<file path="config.mk">
export PLATFORM = sky130hd
export DESIGN_NAME = uart_tx_flat
export DESIGN_NICKNAME = d
export VERILOG_FILES = /design/src/rtl/uart_pkg.sv /design/src/rtl/uart_tx_if.sv /design/src/rtl/uart_tx.sv /design/src/flat_wrapper.sv
export SDC_FILE = /design/constraint.sdc
export NUM_CORES = 1
export LEC_CHECK = 0
export BUFFER_PORTS_ARGS = -buffer_cell sky130_fd_sc_hd__buf_2
export CAP_MARGIN = 20
export CORE_MARGIN = 3
export CORE_UTILIZATION = 30
export DETAILED_ROUTE_END_ITERATION = 10
export SLEW_MARGIN = 25
export SYNTH_ARGS = -nofsm -noshare
export SYNTH_HDL_FRONTEND = slang
export SYNTH_SLANG_ARGS = --single-unit
</file>
<file path="constraint.sdc">
create_clock -name clk -period 1.8 [get_ports clk]
set_input_delay 0.36 -clock clk [delete_from_list [all_inputs] [get_ports clk]]
set_output_delay 0.36 -clock clk [all_outputs]
set_load 0.01 [all_outputs]
</file>
<file path="src/rtl/uart_pkg.sv">
// Shared UART constants, FSM state type and frame-load helper.
// Optional even parity (8E1) is selected with UART_TX_PARITY_EN.
package uart_pkg;

    typedef enum logic {
        IDLE     = 1'b0,
        TRANSMIT = 1'b1
    } uart_tx_state_t;

    localparam int UART_BAUD_DIV_DFLT = 2604;

`ifdef UART_TX_PARITY_EN
    localparam int UART_FRAME_BITS = 11;
`else
    localparam int UART_FRAME_BITS = 10;
`endif

    // Stop bit is shifted in, so the register holds one bit less
    // than the frame.
    localparam int UART_SHIFT_BITS = UART_FRAME_BITS - 1;

    // Build the shift-register image of a frame: start bit in bit 0,
    // data LSB-first above it, parity (if enabled) on top.
    function automatic logic [UART_SHIFT_BITS-1:0] uart_tx_load(
        input logic [7:0] d
    );
`ifdef UART_TX_PARITY_EN
        return {^d, d, 1'b0};
`else
        return {d, 1'b0};
`endif
    endfunction

endpackage

</file>
<file path="src/rtl/uart_tx_if.sv">
// Transmit request / status bundle between command logic and uart_tx.
// master drives requests, slave (the transmitter) drives line and status.
interface uart_tx_if;

    logic       trmt;
    logic [7:0] tx_data;
    logic       TX;
    logic       busy;
    logic       tx_done;

    modport master (
        output trmt,
        output tx_data,
        input  TX,
        input  busy,
        input  tx_done
    );

    modport slave (
        input  trmt,
        input  tx_data,
        output TX,
        output busy,
        output tx_done
    );

endinterface

</file>
<file path="src/rtl/uart_tx.sv">
// 8N1 UART transmitter, BAUD_DIV clocks per bit, registered TX.
// Define UART_TX_PARITY_EN for an 8E1 frame (even parity before stop).
module uart_tx
    import uart_pkg::*;
#(
    parameter int BAUD_DIV = UART_BAUD_DIV_DFLT
) (
    input  logic        clk,
    input  logic        rst_n,
    uart_tx_if.slave    bus
);

    localparam logic [0:0]  ST_IDLE   = IDLE;
    localparam logic [0:0]  ST_TX     = TRANSMIT;
    localparam logic [11:0] BAUD_LAST = 12'(BAUD_DIV - 1);
    localparam logic [3:0]  BIT_LAST  = 4'(UART_FRAME_BITS - 1);
    localparam int          SW        = UART_SHIFT_BITS;

    logic [0:0]    r_state;
    logic [SW-1:0] r_shift;
    logic [11:0]   r_baud;
    logic [3:0]    r_bit;
    logic          r_busy;
    logic          r_done;

    logic          w_idle;
    logic          w_load;
    logic          w_tick;
    logic          w_last;

    assign w_idle = (r_state == ST_IDLE);
    assign w_load = w_idle && bus.trmt;
    assign w_tick = !w_idle && (r_baud == BAUD_LAST);
    assign w_last = w_tick && (r_bit == BIT_LAST);

    // FSM: leave IDLE on an accepted request, return on the last shift
    always_ff @(posedge clk or negedge rst_n) begin
        if (!rst_n) begin
            r_state <= ST_IDLE;
        end else if (w_load) begin
            r_state <= ST_TX;
        end else if (w_last) begin
            r_state <= ST_IDLE;
        end
    end

    // busy spans load edge to completion edge
    always_ff @(posedge clk or negedge rst_n) begin
        if (!rst_n) begin
            r_busy <= 1'b0;
        end else if (w_load) begin
            r_busy <= 1'b1;
        end else if (w_last) begin
            r_busy <= 1'b0;
        end
    end

    // tx_done is sticky; only a newly accepted request clears it
    always_ff @(posedge clk or negedge rst_n) begin
        if (!rst_n) begin
            r_done <= 1'b0;
        end else if (w_load) begin
            r_done <= 1'b0;
        end else if (w_last) begin
            r_done <= 1'b1;
        end
    end

    // Baud counter: runs only while transmitting, holds 0 in IDLE
    always_ff @(posedge clk or negedge rst_n) begin
        if (!rst_n) begin
            r_baud <= 12'd0;
        end else if (w_load || w_tick) begin
            r_baud <= 12'd0;
        end else if (!w_idle) begin
            r_baud <= r_baud + 12'd1;
        end
    end

    // Bit counter: number of shifts done in the current frame
    always_ff @(posedge clk or negedge rst_n) begin
        if (!rst_n) begin
            r_bit <= 4'd0;
        end else if (w_load) begin
            r_bit <= 4'd0;
        end else if (w_tick) begin
            r_bit <= r_bit + 4'd1;
        end
    end

    // Shift register: load frame image, shift right filling with 1s
    always_ff @(posedge clk or negedge rst_n) begin
        if (!rst_n) begin
            r_shift <= '1;
        end else if (w_load) begin
            r_shift <= uart_tx_load(bus.tx_data);
        end else if (w_tick) begin
            r_shift <= {1'b1, r_shift[SW-1:1]};
        end
    end

    assign bus.TX      = r_shift[0];
    assign bus.busy    = r_busy;
    assign bus.tx_done = r_done;

endmodule

</file>
<file path="src/flat_wrapper.sv">
// flat-port wrapper written by rule: the top's interface ports become plain ports
module uart_tx_flat import uart_pkg::*;
#(
    parameter int BAUD_DIV = UART_BAUD_DIV_DFLT
)
  (clk, rst_n, bus_trmt, bus_tx_data, bus_TX, bus_busy, bus_tx_done);
  uart_tx_if bus_i ();
  input  logic clk;
  input  logic rst_n;
  input wire logic [$bits(bus_i.trmt)-1:0] bus_trmt;
  input wire logic [$bits(bus_i.tx_data)-1:0] bus_tx_data;
  output wire logic [$bits(bus_i.TX)-1:0] bus_TX;
  output wire logic [$bits(bus_i.busy)-1:0] bus_busy;
  output wire logic [$bits(bus_i.tx_done)-1:0] bus_tx_done;
  assign bus_i.trmt = bus_trmt;
  assign bus_i.tx_data = bus_tx_data;
  assign bus_TX = bus_i.TX;
  assign bus_busy = bus_i.busy;
  assign bus_tx_done = bus_i.tx_done;
  uart_tx #(.BAUD_DIV(BAUD_DIV)) u_core (.clk(clk), .rst_n(rst_n), .bus(bus_i));
endmodule
</file>
Word-level counts from Yosys, hierarchy flattened
Index checks and enable logic that the tools add are counted.

word-level totals
  output and inout port bits = 3
  input bits = 11
  memory bits (writable) = 0
  bits in latches = 0
  logic and storage cells = 27
  bits in read-only memories = 0
  bits in registers = 27
  memories = 0

cells by class
  eq/ne operators = 2
  order comparisons = 0
  add/sub/neg operators = 2
  reductions and logical operators = 7
  div/mod/pow operators = 0
  multipliers = 0
  shift-type cells = 0
  bitwise logic cells = 1
  mux-type cells = 10

operators by type and width
  cell                                            count
  two-way mux 12 bit                              2
  two-way mux 9 bit                               2
  adder 12 x 1 -> 12 bit (second input constant)  1
  equality test 12 bit (second input constant)    1
  two-way mux 4 bit                               2
  nonzero test 2 bit                              3
  adder 4 x 1 -> 4 bit (second input constant)    1
  equality test 4 bit (second input constant)     1
  two-way mux 1 bit                               4
  logical AND 1 bit                               3
  logical OR 1 bit                                1
  NOT 1 bit                                       1

Longest topological paths before layout
Gate-level depths: netlist of the first run.

  word-level depth = 5
  depth in mapped cells = 6
  depth with buffers taken out = 5

Worst setup path before layout of the first run
Ideal clock, no wire load.

  path type = register to register
  from = register u_core.r_baud[7]
  to = register u_core.r_state
  data required time = 1666 ps
  setup time = 134 ps
  buffers on the path = 1
  stages on the path, launching flop included = 6
  path slack = 26 ps
  period minus slack after synthesis = 1774 ps
  arrival = 1639 ps
  path through = dfrtp_1 -> or4b_4 -> or3_1 -> buf_6 -> o21ai_1 -> nand2_1

on the way
  longest elaborated chain between the ends = 4

ends and longest elaborated chain
  item                                 line           text
  from (decl)                          uart_tx.sv:21  logic [11:0] r_baud;
  from (signal assigned)               uart_tx.sv:76  r_baud <= r_baud + 12'd1;
  equality test 12 bit                 uart_tx.sv:33  assign w_tick = !w_idle && (r_baud == BAUD_LAST);
  logical AND 1 bit                    uart_tx.sv:33
  logical AND 1 bit                    uart_tx.sv:34  assign w_last = w_tick && (r_bit == BIT_LAST);
  nonzero test 2 bit (no source line)  -
  to (signal assigned)                 uart_tx.sv:39  r_state <= ST_IDLE;
  to (signal assigned)                 uart_tx.sv:41  r_state <= ST_TX;
  to (signal assigned)                 uart_tx.sv:43  r_state <= ST_IDLE;
  to (decl)                            uart_tx.sv:19  logic [0:0] r_state;

Every way passes these cells.
A chain may end at the register's enable or synchronous reset.

Worst setup path in the final report of the first run
  from = register u_core.r_baud[4]
  to = register u_core.r_shift[4]

on the way
  longest elaborated chain between the ends = 3

ends and longest elaborated chain
  item                                 line           text
  equality test 12 bit                 uart_tx.sv:33
  logical AND 1 bit                    uart_tx.sv:33
  nonzero test 2 bit (no source line)  -
  to (signal assigned)                 uart_tx.sv:96  r_shift <= uart_tx_load(bus.tx_data);
  to (signal assigned)                 uart_tx.sv:98  r_shift <= {1'b1, r_shift[SW-1:1]};
  to (decl)                            uart_tx.sv:20  logic [SW-1:0] r_shift;

Every way passes these cells.

==> out/results.txt, run 1 <==
The startpoint identified for the worst register-to-register timing path is u_core.r_baud[4]. Global routing used 10.9% of the available tracks. The highest layer touched by signal routing is met4.

After clock tree synthesis, the clock-pin slew on the worst setup and hold paths is 90 ps. The worst setup path is of the flop to flop kind. The finished cells cover 1580 µm².

The logs give 130 for the gate count of the mapped netlist and 2000 ps for the required time at the worst-slack endpoint. For flop-to-flop paths, the worst setup slack is 20 ps. The clock skew after layout came out at 3.45 ps.

Dividing the detail-routed wire length by the instance count gives 11.6 µm. Critical path capture point type: a flop. The tree is rooted in a clkbuf_8. For the H-tree depth, the log shows 1. Synthesis produced a netlist with a net count of 144. Slew of the pin with the lowest slew margin: 573 ps.

Once placement finished, the instance area stood at 1520 µm². The via total after detailed routing was 965. The initialized floorplan defines 23 standard-cell rows. Across the run, the number of max-cap violations was 0.

The library cell used most frequently in the layout, excluding fill and tap cells, is nor2_1. The routed length on met3 was 77 µm; the cell count of the worst reg-to-reg path was 6. The power density normalized to cell area was 631 nW/µm².

Clock latency on the worst-skew pair, taken at its later pin, is 270 ps. The total overflow left after global routing is 0. The top-area cell type share of the netlist area is 34.2%, and the setup TNS is 0 ps. Before CTS, the worst setup slack after placement is -37.3 ps.

The number of detailed-route iterations in the first pass is 4, and the initial cell density of the core is 32.0%. Counting distinct cell types in the post-synthesis netlist gives 26. The run gives 5230 µm² as the die footprint. The initial antenna violation count came out at 0. The area added between synthesis and finish is 20.1%.

The post-synthesis xor/xnor area fraction was 7.31%; the number of routed nets with antenna violations was 0. The average instance in the mapped netlist occupies 10.1 µm². 0 antenna diodes ended up in the layout. Setup repair after global routing could not meet its margin everywhere.

The multiplexer share of the synthesized area was 6.83%. The layout has 421 filler cells. The register area was 687 µm²; the area fraction in compound gates after synthesis was 5.50%. The startpoint class of the critical path was a flop.

At the end of the flow the core is filled with cells to 38.5%. After synthesis the netlist holds a flip-flop and latch count of 27. Headroom to the max-slew limit came out at 61.8%. The tools report the wire length on met1 as 1080 µm.

The tightest hold path in the finished design has a slack of 73.7 ps. Leaving out fill and tap cells, the most frequent cells in the layout are 24 x nor2_1, 18 x dfrtp_1, 13 x buf_2. The via-per-instance ratio is 4.71, and the non-filler instance count after layout is 205. For the number of nets at the end of the flow, the log shows 170. After the first detailed-routing iteration, the DRC count stood at 34. The period utilization is 98.9%. Across all setup checks in the final design, the least slack found is 20.1 ps. The final layout contains routed wiring with a total length of 2380 µm.

The synthesized cell area is 1320 µm², and the remaining routing DRC violations is 0. Horizontal extent of the die: 72.3 µm. The final number of hold-violating endpoints is 0. The flow ran to the end, and the final reports show no timing, DRC or antenna violations. The via count of the first global-routing pass is 1011, and the multi-input logic area is 592 µm². Entering global routing, the biggest net connects 28 pins.

The die is 72.3 µm tall. The tools report the number of hold buffers added after cts as 0. The run gives 0.299 mV as the maximum vdd ir drop. Ranked by total cell area, the synthesized netlist is headed by dfrtp_1 34%, dfstp_2 18%, mux2i_1 6.8%, nor2_1 6.8%, xnor2_1 4.0%. The final max-slew violation count was 0; the wire length on met2 was 1170 µm. Including well taps, the total number of placed cells is 200. TritonCTS built the clock tree.

The smallest clock period supported by the final layout is computed as 1780 ps. For the worst endpoint data arrival time, the log shows 1980 ps. The logs give 14 for the number of I/O pins and 0.700 nW for the leakage power. Input and output buffers added on the ports amount to 13.

The fraction of the mapped netlist area in adder cells is 2.85%. Of all nets on the critical path, the largest fanout is 10. For this run, the top clock speed supported by timing is 0.562 GHz. The detailed placement HPWL was 1730 µm; the fraction of final layout cells with drive strength greater than 1 was 28.4%. By area, the combinational part of the netlist is dominated by simple AND/OR/NAND/NOR gates.

Of the total synthesized cell area, the portion taken by AND, OR, NAND and NOR gates is 21.7%. Cell type contributing the most total cell area after synthesis: dfrtp_1. The wire length of the first global-routing pass is 4430 µm.

The clock drives 27 sinks. For the share of synthesized area occupied by flip-flops and latches, the log shows 52.1%. Power comes to 0.999 mW.

The core region is 4120 µm². Largest buffer count on any clock path: 2. The endpoint identified for the worst register-to-register timing path is u_core.r_shift[4]. The tools report the number of buffers created by CTS as 3.

Number of setup violations in the final report: 0. For the number of warnings printed during yosys synthesis, the log shows 0. The tools report the placer's final routability congestion estimate as 0.790. The min-delay analysis places its worst path in the category primary input to async pin.
-- kinds of logic after synthesis --
kind of cell               count (synthesis)
adders and majority gates                  3
muxes                                      9
AOI/OAI and AO/OA                         14
and+or+nand+nor                           57
xor gates and xnor gates                  11
buffers and inverters                      9
DFF                                       27
-- report_power, final --
part / switching [mW] / internal, mW / leakage, nW
clock: 0.181 / 0.159 / 0.0228
combinational: 0.0183 / 0.0141 / 0.377
sequential: 0.00460 / 0.623 / 0.301
-- per-layer routing --
layer	up-vias	GRT usage [%]
li1	490	-
met1	454	13.3
met2	16	18.0
met3	5	2.08
met4	0	6.26
met5	-	0
-- worst max path at each step --
stage	startpoint	end	cells after the start
6_report	u_core.r_baud[4]	u_core.r_shift[4]	6
5_1_grt	u_core.r_baud[4]	u_core.r_shift[4]	6
4_1_cts	u_core.r_baud[4]	u_core.r_shift[4]	6
3_5_place_dp	u_core.r_baud[7]	u_core.r_state	4
3_3_place_gp	u_core.r_baud[7]	u_core.r_baud[8]	4
2_1_floorplan	u_core.r_baud[7]	u_core.r_state	5
-- synth_stat cells --
| cell type | instances |
|---|---|
| mux2i_1 | 9 |
| xnor2_1 | 6 |
| nand4_1 | 4 |
| buf_6 | 2 |
| a21oi_1 | 8 |
| nand2_1 | 10 |
| a22oi_1 | 1 |
| dfstp_2 | 9 |
| ha_1 | 3 |
| clkbuf_1 | 4 |
| inv_1 | 3 |
| nand2b_1 | 1 |
| xor2_1 | 5 |
| o21ai_1 | 5 |
| and3_1 | 1 |
| nor3_4 | 1 |
| nand3b_1 | 1 |
| nor4_1 | 1 |
| nand2_4 | 1 |
| or4b_1 | 1 |
| dfrtp_1 | 18 |
| or3_1 | 1 |
| nand3_1 | 7 |
| or4b_4 | 1 |
| nor3_1 | 3 |
| nor2_1 | 24 |
-- cell type report --
cell class | count | area share (%)
repair buffers | 27 | 11.8
well taps | 50 | 3.95
multi-input cells | 94 | 37.4
flip-flops and latches | 27 | 43.4
clock buffers | 4 | 2.84
inverters | 3 | 0.711
-- registers in the layout, indices dropped and copies added, names as in the netlist --
| register | count |
|---|---|
| u_core.r_baud | 12 |
| u_core.r_bit | 4 |
| u_core.bus.tx_done | 1 |
| u_core.r_state | 1 |
| u_core.r_shift | 9 |
-- what timing repair did --
| item | 4_1_cts | 5_1_grt |
|---|---|---|
| setup buffers | 0 | 1 |
| endpoints found under the setup margin | 21 | 10 |
| gates resized for setup | 2 | 1 |
-- worst max-delay path: stages, from the launching register on --
cell and delay, ps:
dfrtp_1 390, or4b_4 570, buf_6 140, nor3_4 170
buf_12 170, mux2i_1 190, a21oi_1 90
No activity file was read; power rests on OpenSTA's default activity.
==> run 2, diff against run 1 <==
--- a/config.mk
+++ b/config.mk
@@ -5,6 +5,7 @@
 export SDC_FILE = /design/constraint.sdc
 export NUM_CORES = 1
 export LEC_CHECK = 0
+export ABC_AREA = 1
 export BUFFER_PORTS_ARGS = -buffer_cell sky130_fd_sc_hd__buf_2
 export CAP_MARGIN = 20
 export CORE_MARGIN = 3
==> run 2 against run 1 <==
Sequential share of layout area decreased by 1.5 points. Critical path depth is 2 higher. Fmax grew 11%. Combinational power fell by 32%. Worst hold slack improved by 11 ps. Wire length grew 18%. Power decreased by 1.6%. Highest routed layer unchanged.
==> out/results.txt, run 2 <==
The run finished with clean final reports. The non-filler instance count after layout came out at 266 (+30%). The library cells used most frequently in the layout, excluding fill and tap cells, are 68 x nand2_1, 19 x inv_1, 18 x dfrtp_1. For the quantity of gates resized following cts, the log shows 0 (-2).

The run gives 61.8% (-1.0 points) as the sequential share of power. The critical path goes through ha_1 > nand2_4 > nor2_4 > nand3_4 > nand2_4 > inv_2 > nand2_1 > nand2_1. The via total after detailed routing is 1155 (+20%).

The post-synthesis async set-or-reset flop share is 100% (unchanged). Grouping stages by cell kind, the critical path spends the most delay in simple AND/OR/NAND/NOR gates. The number of warnings printed during yosys synthesis is 0 (unchanged), and the number of flip-flops under the largest register name is 12 (unchanged). The net switching component of the power is 0.211 mW (+3.4%), and the number of setup violations in the final report is 0 (unchanged).

The average wire length per cell after detail routing came out at 10.6 µm (-9.0%). The fraction of final layout cells with drive strength greater than 1 is 20.9% (-7.5 points). The tightest min-delay check is of the primary input to async pin type. The number of nets at the end of the flow was 216 (+27%). The critical setup path kind was flop to flop. Flip-flop and latch count after synthesis: 27 (unchanged).

The number of buffer and inverter stages on the critical path is 1 (-1). The number of distinct library cells after synthesis is 26 (unchanged), and the via count of the first global-routing pass is 1099 (+8.7%). The first-iteration detailed-routing DRC count was 79 (+130%). TritonCTS built the clock tree.

Number of detailed-route iterations in the first pass: 4 (unchanged). Largest buffer count on any clock path: 2 (unchanged). The leakage power was 0.817 nW (+17%); the number of I/O pins was 14 (unchanged). The run gives 0 (unchanged) as the number of hold buffers added after cts. The setup TNS is 0 ps (unchanged).

The cell-internal power is 0.772 mW (-2.9%), and the final number of hold-violating endpoints is 0 (unchanged). For the total wire length after detailed routing, the log shows 2810 µm (+18%). The tools report the required time at the worst-slack endpoint as 1980 ps (-20 ps). The largest registers in the layout are u_core.r_baud x12, u_core.r_shift x9, u_core.r_bit x4. In the synthesized netlist the dominant register cell turns out to be dfrtp_1. Cell with the most instances after synthesis: nand2_1. The largest fanout on the critical path came out at 19 (+9).

Largest incremental delay on the critical path: 390 ps (-180 ps). The area added between synthesis and finish came out at 10.8%. The cell area after layout was 1640 µm² (+3.6%); the cell row count was 24 (+4.3%).

The logs give 0 (unchanged) for the buffer count from post-CTS setup fixing and 5.98 ps (+2.53 ps) for the clock skew after layout. The tools report the initial antenna violation count as 0 (unchanged). STA classifies the critical path endpoint as a flop. The wire length of the first global-routing pass came out at 5000 µm (+13%). dfrtp_1 takes more of the synthesized area than any other cell. The count of buffers inserted at the top-level ports works out to 13 (unchanged). The logs give 3 (unchanged) for the number of buffers created by CTS and 0 (unchanged) for the reported max-cap violation count. The period utilization was 89.0% (-9.9 points). The share of synthesized area occupied by flip-flops and latches came out at 46.4% (-5.7 points). The number of diodes is 0 (unchanged), and the initial cell density of the core is 32.5% (+0.41 points).

Sorting the synthesized cells by area gives the leading types as dfrtp_1 30%, nand2_1 17%, dfstp_2 16%, inv_1 4.8%, nor2_1 4.1%. The maximum vdd ir drop was 0.252 mV (-16%). Top-area cell type share of the netlist area: 30.4% (-3.8 points). The commonest cells after synthesis are 68 x nand2_1, 19 x inv_1, 18 x dfrtp_1. The gate count of the mapped netlist was 187 (+44%); the slew of the pin with the lowest slew margin was 617 ps (+44.0 ps).

The clock share of power was 36.0% (+2.0 points); the clock transition at the registers of the reported paths was 100 ps (about the same). Clock tree synthesis selected as its root buffer the cell clkbuf_8. The slowest stage of the critical path is the dfrtp_1 cell. The run gives 0.983 mW (-1.6%) as the post-route total power. The tools report the startpoint class of the critical path as a flop. For the overflow left after global routing, the log shows 0 (unchanged). Setup repair after global routing left no endpoint under its margin. The overall fraction of global-route tracks in use was 10.3% (-0.60 points); the H-tree depth was 1 (unchanged). The instance area at placement is 1590 µm² (+4.9%), and the net switching fraction of the power is 21.5% (+1.0 points). The detailed placement HPWL is 2050 µm (+19%), and the placer's final routability congestion estimate is 0.820 (+3.8%). The power density normalized to cell area is 599 nW/µm² (-5.1%). The run gives 84.8 ps (+11.1 ps) as the final hold slack.

The largest net degree at the start of global routing is 28 (unchanged), and the worst slew margin relative to its limit is 58.9% (-2.9 points). The via-per-instance ratio is 4.34 (-7.8%), and the post-synthesis average cell area is 7.92 µm² (-22%). The run gives 1780 ps (-200 ps) as the worst endpoint data arrival time. The horizontal extent of the die was 76.3 µm (+5.5%); the synthesized net count was 201 (+40%).

The die footprint is 5820 µm² (+11%), and the height of the die is 76.3 µm (+5.5%). Fraction of power consumed by combinational cells: 2.2% (-1.0 points). The placeable core region was 4560 µm² (+11%). The synthesized cell area was 1480 µm² (+12%).

The source-to-sink clock delay at the later pin of the worst-skew pair came out at 280 ps (about the same). The tools report the fmax as 0.624 GHz (+11%). The register with the most flip-flops was u_core.r_baud. The number of synthesized flops with an enable pin works out to 0 (unchanged). The clock period minus worst slack was 1600 ps (-178 ps). The number of routed nets with antenna violations came out at 0 (unchanged).

For the total clock sinks, the log shows 27 (unchanged). The run gives 0 (unchanged) as the final max-slew violation count. The most frequent standard cell in the layout excluding fill and tap cells was nand2_1. The run gives 0 (unchanged) as the remaining routing DRC violations. The tools report the cell total after placement as 262 (+31%).
[run 2: cell types whose count changed after synthesis, moves of 5 or more]
| cell | before | now |
|---|---|---|
| o21ai_0 | 0 | 5 |
| nor2_1 | 24 | 16 |
| xnor2_1 | 6 | 0 |
| inv_1 | 3 | 19 |
| mux2i_1 | 9 | 1 |
| nand2_1 | 10 | 68 |
[run 2: logic make-up after synthesis]
| logic type | share of synthesized area, % |
|---|---|
| xor gates and xnor gates | 2.96 |
| muxes | 0.676 |
| buffers and inverters | 8.70 |
| AOI/OAI and AO/OA | 5.07 |
| DFF | 46.4 |
| and+or+nand+nor | 33.7 |
| adders and majority gates | 2.53 |
[run 2: path summary, 6_finish.rpt]
| kind | startpoint | endpoint | slack, ps | depth (start not counted) |
|---|---|---|---|---|
| min reg2reg | u_core.r_shift[4] | u_core.r_shift[4] | 460 | 2 |
| max | u_core.r_baud[0] | u_core.r_bit[2] | 200 | 8 |
| max in group asynchronous | rst_n | u_core.r_baud[6] | 1310 | 1 |
| min | rst_n | u_core.r_bit[1] | 80 | 1 |
| max reg2reg | u_core.r_baud[0] | u_core.r_bit[2] | 200 | 8 |
| min in group clk | bus_tx_data[7] | u_core.r_shift[8] | 310 | 3 |
[run 2: power groups by stage]
stage	Clock [mW]	Sequential (mW)	Combinational, mW
5_1_grt	0.392	0.607	0.0254
2_1_floorplan	0	0.618	0.0000227
3_5_place_dp	0	0.618	0.0232
3_3_place_gp	0	0.618	0.0227
4_1_cts	0.377	0.607	0.0232
6_report	0.354	0.607	0.0220
[run 2: area by class of cell]
cell class              count  area [µm²]
fillers                   516        2920
flip-flops and latches     27         687
multi-input cells         133         666
inverters                  23        86.3
well taps                  65        81.3
repair buffers             14        72.6
clock buffers               3        41.3
clock inverters             1        7.51
[run 2: worst reg2reg max path: cells and delay by family, from the launching register on]
kind          cells  cell delay [ps]
fa+ha+maj         1              260
buf+inv           1              130
simple gates      6              730
flops             1              390
[run 2: stage by stage]
step / setup slack (ps) / util, %
floorplan: 508 / -
global placement: 270 / 34.9
detailed placement: 209 / 34.9
CTS: 196 / 36.0
global route: 37.2 / 36.0
finish: 198 / 36.0
[run 2: layer usage]
layer  track usage (%)  part of all wire, %  up-vias
li1                  -                    -      602
met1              14.5                   52      532
met2              15.9                   44       16
met3              1.77                  2.8        5
met4              3.80                  1.7        0
met5                 0                    0        -
==> run 3, diff against run 2 <==
--- a/config.mk
+++ b/config.mk
@@ -11,6 +11,7 @@
 export CORE_MARGIN = 3
 export CORE_UTILIZATION = 30
 export DETAILED_ROUTE_END_ITERATION = 10
+export REMOVE_ABC_BUFFERS = 1
 export SLEW_MARGIN = 25
 export SYNTH_ARGS = -nofsm -noshare
 export SYNTH_HDL_FRONTEND = slang
==> run 3 against run 2 <==
Setup slack better by 99 ps. Clock skew about the same. Critical path depth stayed put. Flip-flop and latch count did not move. First-iteration DRC count shrank 49%. Sequential power hardly changed. Clock power down 4%. Global-route usage about the same. Critical endpoint unchanged. Largest power group unchanged. Highest routed layer unchanged.
==> out/results.txt, run 3 (same netlist as run 2, synthesis figures left out) <==
The run finished with clean final reports. For the initial cell density of the core, the log shows 32.5% (unchanged). The setup path with the least slack is of type flop to flop. The largest fanout on the critical path is 19 (unchanged).

The detailed placement HPWL was 2110 µm (+3.2%). For the setup TNS, the log shows 0 ps (unchanged). In this run the worst setup path terminates at u_core.r_bit[2]. The tools report the origin of the critical flop-to-flop path as u_core.r_baud[0].

The run gives 297 ps (+98.7 ps) as the final critical-path setup slack. The cell row count is 24 (unchanged), and the placer's final routability congestion estimate is 0.795 (-3.1%). Cell family with the largest share of critical-path delay: simple AND/OR/NAND/NOR gates.

For the number of nets at the end of the flow, the log shows 218 (+0.93%). The path class of the tightest hold or removal check is primary input to async pin. The largest net degree at the start of global routing was 28 (unchanged).

The number of detailed-route iterations in the first pass was 4 (unchanged). The largest registers in the layout are u_core.r_baud x12, u_core.r_shift x9, u_core.r_bit x4. The critical path starts at u_core.r_baud[0].

For the number of routed nets with antenna violations, the log shows 0 (unchanged). For the cell total after placement, the log shows 264 (+0.76%). The worst register-to-register path ends at u_core.r_bit[2].

The slew of the pin with the lowest slew margin was 596 ps (-20.9 ps). Walking the worst path, the cells encountered are ha_1 > nand2_4 > nor2_4 > nand3_4 > nand2_4 > inv_2 > nand2_1 > nand2_1. For the remaining routing DRC violations, the log shows 0 (unchanged). Post-route total power: 0.970 mW (-1.3%). The non-filler instance count after layout was 268 (+0.75%).

The number of buffer and inverter stages on the critical path is 1 (unchanged), and the critical path depth in cells is 8 (unchanged). Most frequent standard cell in the layout excluding fill and tap cells: nand2_1. The power density normalized to cell area was 587 nW/µm² (-2.0%); the via-per-instance ratio was 4.42 (+1.8%).

TritonCTS built the clock tree. The logs give 10.4% (+0.032 points) for the overall fraction of global-route tracks in use and 2 (unchanged) for the largest buffer count on any clock path. The logs give 1670 ps (-110 ps) for the worst endpoint data arrival time and 0 (unchanged) for the final number of hold-violating endpoints. Wire length of the first global-routing pass: 4930 µm (-1.2%). The top cell types in the final layout, fill and taps aside, are 68 x nand2_1, 19 x inv_1, 18 x dfrtp_1. The run gives 0 (unchanged) as the quantity of gates resized following cts.

The run gives 0 (unchanged) as the number of setup violations in the final report. Startpoint class of the critical path: a flop. The total wire length after detailed routing came out at 2860 µm (+1.6%). The tools report the reported max-cap violation count as 0 (unchanged). The run gives 0.827 nW (+1.1%) as the leakage power. The instance area at placement was 1610 µm² (+0.94%).

The cell at the slowest stage of the critical path was dfrtp_1. The clock skew after layout came out at 6.30 ps (+0.325 ps). The worst slew margin relative to its limit is 60.3% (+1.4 points), and the register-to-register setup slack is 300 ps (+100 ps). The H-tree depth came out at 1 (unchanged). The clock transition at the registers of the reported paths came out at 90 ps (about the same).

Final max-slew violation count: 0 (unchanged). The period utilization came out at 83.5% (-5.5 points). The number of diodes was 0 (unchanged); the horizontal extent of the die was 76.3 µm (unchanged).

Number of inserted filler cells in the final layout: 487 (-5.6%). The number of buffers created by CTS came out at 3 (unchanged). Setup repair after global routing left no endpoint under its margin.

The count of buffers inserted at the top-level ports came out at 13 (unchanged). u_core.r_baud holds more flip-flops than any other register. The height of the die is 76.3 µm (unchanged). The number of hold buffers added after cts is 0 (unchanged), and the fraction of final layout cells with drive strength greater than 1 is 21.2% (+0.29 points). The tools report the cell area after layout as 1650 µm² (+0.69%).

Source-to-sink clock delay at the later pin of the worst-skew pair: 270 ps (about the same). From synthesis to final layout, the design area changed by 11.6%. The total clock sinks was 27 (unchanged); the placeable core region was 4560 µm² (unchanged).

The number of I/O pins came out at 14 (unchanged). For the maximum vdd ir drop, the log shows 0.378 mV (+50%). The average wire length per cell after detail routing is 10.7 µm (+0.88%). Via total after detailed routing: 1185 (+2.6%). The root buffer cell chosen for the clock tree is clkbuf_8. For the initial antenna violation count, the log shows 0 (unchanged). The buffer count from post-CTS setup fixing is 0 (unchanged). The tools report the first-iteration detailed-routing DRC count as 40 (-49%).

The cell count of the worst reg-to-reg path is 8 (unchanged). The via count of the first global-routing pass was 1104 (+0.45%). The worst setup path is captured at a flop. The largest incremental delay on the critical path is 400 ps (about the same).

For the overflow left after global routing, the log shows 0 (unchanged). The number of flip-flops under the largest register name works out to 12 (unchanged). The clock period minus worst slack was 1500 ps (-98.7 ps); the die footprint was 5820 µm² (unchanged). The logs give 0.665 GHz (+6.6%) for the fmax and 310 ps (+101 ps) for the worst setup slack before clock tree synthesis. The required time at the worst-slack endpoint was 1970 ps (about the same).
-- run 3: cell types whose count changed in the layout (fill, tap and decap cells not counted), sizes merged --
cell      change
clkbuf        +1
clkinvlp      -1
buf           +2
-- run 3: how the worst min path moves through the flow --
stage	start	to	slack, ps	cells after the start
4_1_cts	rst_n	u_core.r_baud[1]	100	1
2_1_floorplan	rst_n	u_core.bus.tx_done	60	0
3_3_place_gp	rst_n	u_core.r_baud[5]	410	1
6_report	rst_n	u_core.r_baud[1]	80	1
3_5_place_dp	rst_n	u_core.r_baud[1]	410	1
5_1_grt	rst_n	u_core.r_baud[9]	120	1
-- run 3: layout make-up --
cell class / instances / area [µm²] / share of cell area, %
clock buffer: 4 / 45.0 / 2.73
inverter: 23 / 86.3 / 5.22
multi-input combinational: 133 / 666 / 40.3
sequential: 27 / 687 / 41.6
tap: 65 / 81.3 / 4.92
timing repair buffer: 16 / 87.6 / 5.30
-- run 3: layer usage --
| layer | share of wire (%) | track usage [%] | up-vias |
|---|---|---|---|
| li1 | - | - | 608 |
| met3 | 5.2 | 3.19 | 5 |
| met2 | 42 | 16.2 | 27 |
| met1 | 51 | 13.9 | 545 |
| met4 | 1.1 | 2.72 | 0 |
| met5 | 0 | 0 | - |
-- run 3: worst reg2reg max path, cell delays in order (launching register included) --
cell	delay, ps
dfrtp_1	400
ha_1	270
nand2_4	70
nor2_4	120
nand3_4	120
nand2_4	200
inv_2	110
nand2_1	70
nand2_1	40
-- run 3: through the flow --
stage	hold slack (ps)	util, %
after floorplan	64.4	-
after global placement	413	35.2
after detailed placement	409	35.2
after CTS	100	36.2
after global routing	122	36.2
final	77.0	36.2
-- run 3: power by group --
group          switching [mW]  internal [mW]
Clock                   0.182          0.159
Sequential                  0          0.607
Combinational          0.0145        0.00753
